===== src/rtl/serial_addsub_unit.sv =====
// ============================================================================
// Module   : serial_addsub_unit
// Brief    : Digit-serial WIDTH-bit ADD/SUB/ADC/SBC unit with N/Z/C/V flags.
// Revision : 1.0 - initial release
// ============================================================================
`default_nettype none

module serial_addsub_unit #(
    parameter int WIDTH = 8,
    parameter int DIGIT = 2
) (
    input  logic             clk,
    input  logic             rst,
    input  logic             start,
    input  logic [1:0]       op,
    input  logic             cin,
    input  logic [WIDTH-1:0] a,
    input  logic [WIDTH-1:0] b,
    output logic             busy,
    output logic             done,
    output logic [WIDTH-1:0] result,
    output logic [3:0]       flags
);

    localparam int c_CYCLES = WIDTH / DIGIT;
    localparam int c_CW     = (c_CYCLES > 1) ? $clog2(c_CYCLES) : 1;
    localparam int c_BW     = $clog2(WIDTH + 1);
    localparam logic [c_CW-1:0] c_LAST = c_CW'(c_CYCLES - 1);

    localparam logic [0:0] c_IDLE = 1'b0;
    localparam logic [0:0] c_RUN  = 1'b1;

    logic [0:0]       r_state;
    logic [0:0]       w_state_next;
    logic [WIDTH-1:0] r_a;
    logic [WIDTH-1:0] r_b;
    logic             r_c;
    logic [c_CW-1:0]  r_cnt;
    logic [WIDTH-1:0] r_work;

    logic             w_accept;
    logic             w_last;
    logic [DIGIT:0]   w_dsum;
    logic             w_cmsb;
    logic [c_BW-1:0]  w_base;
    logic [WIDTH-1:0] w_work_next;

    // ---------------- FSM: state register ----------------
    always_ff @(posedge clk or posedge rst) begin
        if (rst) begin
            r_state <= c_IDLE;
        end else begin
            r_state <= w_state_next;
        end
    end

    // ---------------- FSM: next state ----------------
    always_comb begin
        w_state_next = r_state;
        case (r_state)
            c_IDLE:  if (start)  w_state_next = c_RUN;
            c_RUN:   if (w_last) w_state_next = c_IDLE;
            default: w_state_next = c_IDLE;
        endcase
    end

    // ---------------- FSM: outputs ----------------
    always_comb begin
        busy     = (r_state == c_RUN);
        w_accept = (r_state == c_IDLE) && start;
        w_last   = (r_state == c_RUN) && (r_cnt == c_LAST);
    end

    // Operands shift right so the active digit always sits in the low bits.
    always_comb begin
        w_dsum = {1'b0, r_a[DIGIT-1:0]} + {1'b0, r_b[DIGIT-1:0]} + (DIGIT+1)'(r_c);
        // carry into the digit MSB recovered from sum and operand MSBs
        w_cmsb = w_dsum[DIGIT-1] ^ r_a[DIGIT-1] ^ r_b[DIGIT-1];
        w_base = c_BW'(r_cnt) * c_BW'(DIGIT);
        w_work_next = r_work;
        w_work_next[w_base +: DIGIT] = w_dsum[DIGIT-1:0];
    end

    always_ff @(posedge clk or posedge rst) begin
        if (rst) begin
            r_a    <= '0;
            r_b    <= '0;
            r_c    <= 1'b0;
            r_cnt  <= '0;
            r_work <= '0;
            result <= '0;
            flags  <= 4'b0000;
            done   <= 1'b0;
        end else begin
            done <= 1'b0;
            if (w_accept) begin
                r_a   <= a;
                r_b   <= op[0] ? ~b : b;
                r_c   <= op[1] ? cin : op[0];
                r_cnt <= '0;
            end else if (busy) begin
                r_a    <= r_a >> DIGIT;
                r_b    <= r_b >> DIGIT;
                r_c    <= w_dsum[DIGIT];
                r_work <= w_work_next;
                if (w_last) begin
                    r_cnt  <= '0;
                    result <= w_work_next;
                    flags  <= {w_cmsb ^ w_dsum[DIGIT],
                               w_dsum[DIGIT],
                               (w_work_next == '0),
                               w_work_next[WIDTH-1]};
                    done   <= 1'b1;
                end else begin
                    r_cnt <= r_cnt + c_CW'(1);
                end
            end
        end
    end

endmodule

`default_nettype wire


===== config.mk =====
export PLATFORM = sky130hd
export DESIGN_NAME = serial_addsub_unit
export DESIGN_NICKNAME = d
export VERILOG_FILES = /design/src/rtl/serial_addsub_unit.sv
export SDC_FILE = /design/constraint.sdc
export NUM_CORES = 1
export LEC_CHECK = 0
export CORE_AREA = 2 2 64 66
export DETAILED_ROUTE_END_ITERATION = 8
export DIE_AREA = 0 0 66 68
export GPL_ROUTABILITY_DRIVEN = 0
export GPL_TIMING_DRIVEN = 1
export PLACE_DENSITY = 0.79
export SLEW_MARGIN = 25
export SYNTH_ARGS = -nofsm -noshare
export SYNTH_HDL_FRONTEND = slang
export SYNTH_SLANG_ARGS = --single-unit

===== constraint.sdc =====
create_clock -name clk -period 2.15 [get_ports clk]
set_input_delay 0.215 -clock clk [delete_from_list [all_inputs] [get_ports clk]]
set_output_delay 0.215 -clock clk [all_outputs]
set_load 0.02 [all_outputs]

==> flow_summary.rst <==
.. list-table::
   :header-rows: 1

   * - Metric
     - Value
   * - H-tree Lvls
     - 2
   * - Final global-route overflow total
     - 0
   * - Hold violation total from the final report
     - 0
   * - Vertical extent of the die
     - 68 um
   * - Xor-xnor portion of the synthesized cell area
     - 5.11%
   * - Type of element capturing the critical path
     - flip-flop
   * - Bufs on Longest Clock Path
     - 2
   * - Final WL
     - 3570 um
   * - Startpoint type of the worst setup path
     - flip-flop
   * - Actual transition at the worst max-transition pin
     - 0.469 ns
   * - Half-perimeter wire length after detailed placement
     - 2550 um
   * - Dominant combinational cell family by area after synthesis
     - compound AO/OA/AOI/OAI gates
   * - Clock Skew
     - 0.00520 ns
   * - Most frequent cells in the layout
     - dfrtp_1, clkdlybuf4s50_1, nand2_1, nor2_1, o21ai_0
   * - Warnings from Yosys
     - 0
   * - Vias in the first global route
     - 1,448
   * - Synthesized-area fraction occupied by ao, oa, aoi and oai cells
     - 13.3%
   * - Post-route fraction of the period consumed by the critical path
     - 97.0%
   * - Total of endpoints with negative setup slack in the final report
     - 0
   * - Initial antenna violation count
     - 0
   * - TritonCTS clock tree
     - done
   * - Cell area after technology mapping
     - 1880 um2
   * - Maximum net fanout on the critical path
     - 5
   * - Detail-routed net length per standard cell
     - 12.8 um
   * - Total power per unit cell area
     - 1420 nW/um2
   * - Gr usage total
     - 19.1%
   * - Post-synthesis share of cell area spent on full adders, half adders and majority gates
     - 5.44%
   * - Clk Latency, worst-skew pair
     - 0.29 ns
   * - Pin count of the biggest net entering global routing
     - 39
   * - Count of distinct cell types in the synthesized netlist
     - 33
   * - Most common cell after layout, fill and taps aside
     - dfrtp_1
   * - Die area
     - 4490 um2
   * - Most common flop cell mapped by yosys
     - dfrtp_1
   * - First-pass DRT Iterations
     - 4
   * - Die Span X
     - 66 um
   * - Max Freq
     - 480 MHz
   * - Max-slew headroom at the worst pin
     - 68.6%
   * - Run status
     - finished, final reports clean
   * - Worst hold slack
     - 0.348 ns
   * - Share of cell area taken by muxes after synthesis
     - 7.64%
   * - Kind of critical path
     - reg2reg
   * - Async set-or-reset flop fraction in the synthesized netlist
     - 100%
   * - Initial standard-cell utilization of the core
     - 48.9%
   * - Buffers added on ports
     - 35
   * - Critical path data required time
     - 2.32 ns
   * - Synthesis-stage register bit count
     - 38
   * - Number of nets in the final layout
     - 256
   * - Average cell area after synthesis
     - 9.87 um2
   * - Area overhead of the layout relative to synthesis
     - 27.6%
   * - EDFF count, synth
     - 0
   * - Post-route ant nets
     - 0
   * - Maximum ir drop on the vdd rail
     - 512 uV
   * - Via density
     - 5.06
   * - Post-route DRC violation count
     - 0
   * - Kind of path behind the tightest hold check
     - in2async
   * - Number of antenna cells inserted
     - 0
   * - Total I/O pin count
     - 36
   * - Sequential fraction of the synthesis area
     - 50.5%
   * - Fraction of layout cells with a size suffix above 1
     - 9.65%
   * - Iteration-0 DRC count of the detailed router
     - 53
   * - Slew Limit Fails
     - 0
   * - Total power
     - 3.43 mW
   * - Simple logic cell fraction of the synthesized area
     - 12.9%
   * - Number of CTS-inserted buffers
     - 5
   * - RSZ-0062 raised after global routing
     - yes
   * - Final core utilization
     - 62.4%
   * - # clock sinks
     - 38
   * - Leakage dissipation
     - 1.07 nW
   * - Clock transition time at the flip-flop clock pins of the worst setup and hold paths
     - 0.07 ns
   * - Root Driver
     - clkbuf_8
   * - Number of violations of the max-capacitance limit
     - 0
   * - Net count after synthesis
     - 220
   * - Row count
     - 23
   * - Filler cell count
     - 352
   * - Minimum clock period after layout
     - 2.08 ns
   * - Signal arrival time at the worst endpoint
     - 2.25 ns
   * - Routed via count
     - 1,408
   * - Number of cells produced by synthesis
     - 191
   * - Global-route wire length before repair
     - 6280 um
   * - CORE AREA
     - 3860 um2
## layer usage
| metal | share of wire [%] | global-route usage, % | vias up | routed length [um] |
|---|---|---|---|---|
| met5 | 0 | 0 | - | 0 |
| met4 | 2.1 | 9.95 | 0 | 76 |
| met3 | 4.7 | 5.92 | 7 | 169 |
| met2 | 49 | 33.6 | 36 | 1760 |
| met1 | 44 | 20.8 | 651 | 1560 |
| li1 | - | - | 714 | - |
## sequential cells by signal, summed over array words and instances, names as in the netlist
register  count
result        7
r_b           8
r_cnt         2
flags         4
done          1
r_a           8
busy          1
r_work        6
r_c           1
## final cells by class
type / count / area, um2 / area share [%]
Timing Repair Buffer: 42 / 403 / 16.8
Multi-Input combinational cell: 130 / 860 / 35.7
Tap cell: 50 / 62.6 / 2.60
Inverter: 10 / 37.5 / 1.56
Clock inverter: 1 / 5.00 / 0.208
Clock buffer: 7 / 86.3 / 3.59
Sequential cell: 38 / 951 / 39.5
## cell usage after synthesis (all sizes together) (2+ instances only)
| cell type | n | share of area (%) |
|---|---|---|
| nand2b | 2 | 0.66 |
| a21oi | 13 | 3.5 |
| a211oi | 2 | 0.80 |
| nor2b | 2 | 0.66 |
| buf | 9 | 2.4 |
| nor4bb | 2 | 1.1 |
| o21ai | 22 | 5.8 |
| ha | 5 | 3.3 |
| xnor2 | 11 | 5.1 |
| nor4b | 2 | 0.93 |
| fa | 2 | 2.1 |
| nor2 | 18 | 3.6 |
| nand2 | 24 | 4.8 |
| inv | 10 | 2.0 |
| clkbuf | 4 | 0.80 |
| mux2i | 14 | 7.6 |
| dfrtp | 38 | 50 |
## per-stage QoR
step / setup TNS [ns] / worst slack [ns] / instances / area (um2)
finish: 0 / 0.0655 / 278 / 2400
global route: -0.0586 / -0.0540 / 278 / 2400
CTS: 0 / 0.0307 / 277 / 2380
detailed placement: -0.0109 / -0.0109 / 268 / 2270
global placement: 0 / 0.0626 / 268 / 2270
floorplan: 0 / 0.162 / 191 / 1880
## what timing repair did
action	CTS	global route
gates resized for setup	3	3
pin swaps	2	3
hold buffers	0	0
setup endpoints to repair	1	6
buffers inserted	1	1
## cell families (layout without fill, tap and decap cells)
kind of cell	after synthesis	count (layout)
adders and majority gates	7	7
buffers and inverters	23	60
muxes	14	14
AOI/OAI and AO/OA	44	44
and+or+nand+nor	54	54
DFF	38	38
xor gates and xnor gates	11	11
## final timing paths
| path | end | cells past startpoint | slack (ns) | from |
|---|---|---|---|---|
| min in group clk | result[0]$_DFFE_PP0P_ | 2 | 0.48 | result[0]$_DFFE_PP0P_ |
| max in group asynchronous | r_work[4]$_DFFE_PP0P_ | 3 | 1.48 | rst |
| setup reg to reg | flags[1]$_DFFE_PP0P_ | 7 | 0.07 | r_c$_DFFE_PP0P_ |
| hold / removal | result[6]$_DFFE_PP0P_ | 3 | 0.35 | rst |
| setup / recovery | flags[1]$_DFFE_PP0P_ | 7 | 0.07 | r_c$_DFFE_PP0P_ |
| hold reg to reg | result[0]$_DFFE_PP0P_ | 2 | 0.48 | result[0]$_DFFE_PP0P_ |
## power breakdown
group          leakage [nW]  switching, mW  total (mW)  internal, mW
Sequential            0.488          0.207        1.22          1.02
Combinational         0.529          0.905        1.70         0.798
Clock                0.0482          0.242       0.500         0.258
Total                  1.07           1.35        3.43          2.07
## critical path, stage by stage, from the launching register on
cell,delay [ns]
dfrtp_1,0.41
fa_2,0.39
inv_2,0.06
fa_2,0.48
buf_4,0.17
nor2b_1,0.12
o311ai_1,0.22
o31ai_1,0.12
Power figures use the tool's default switching activity.
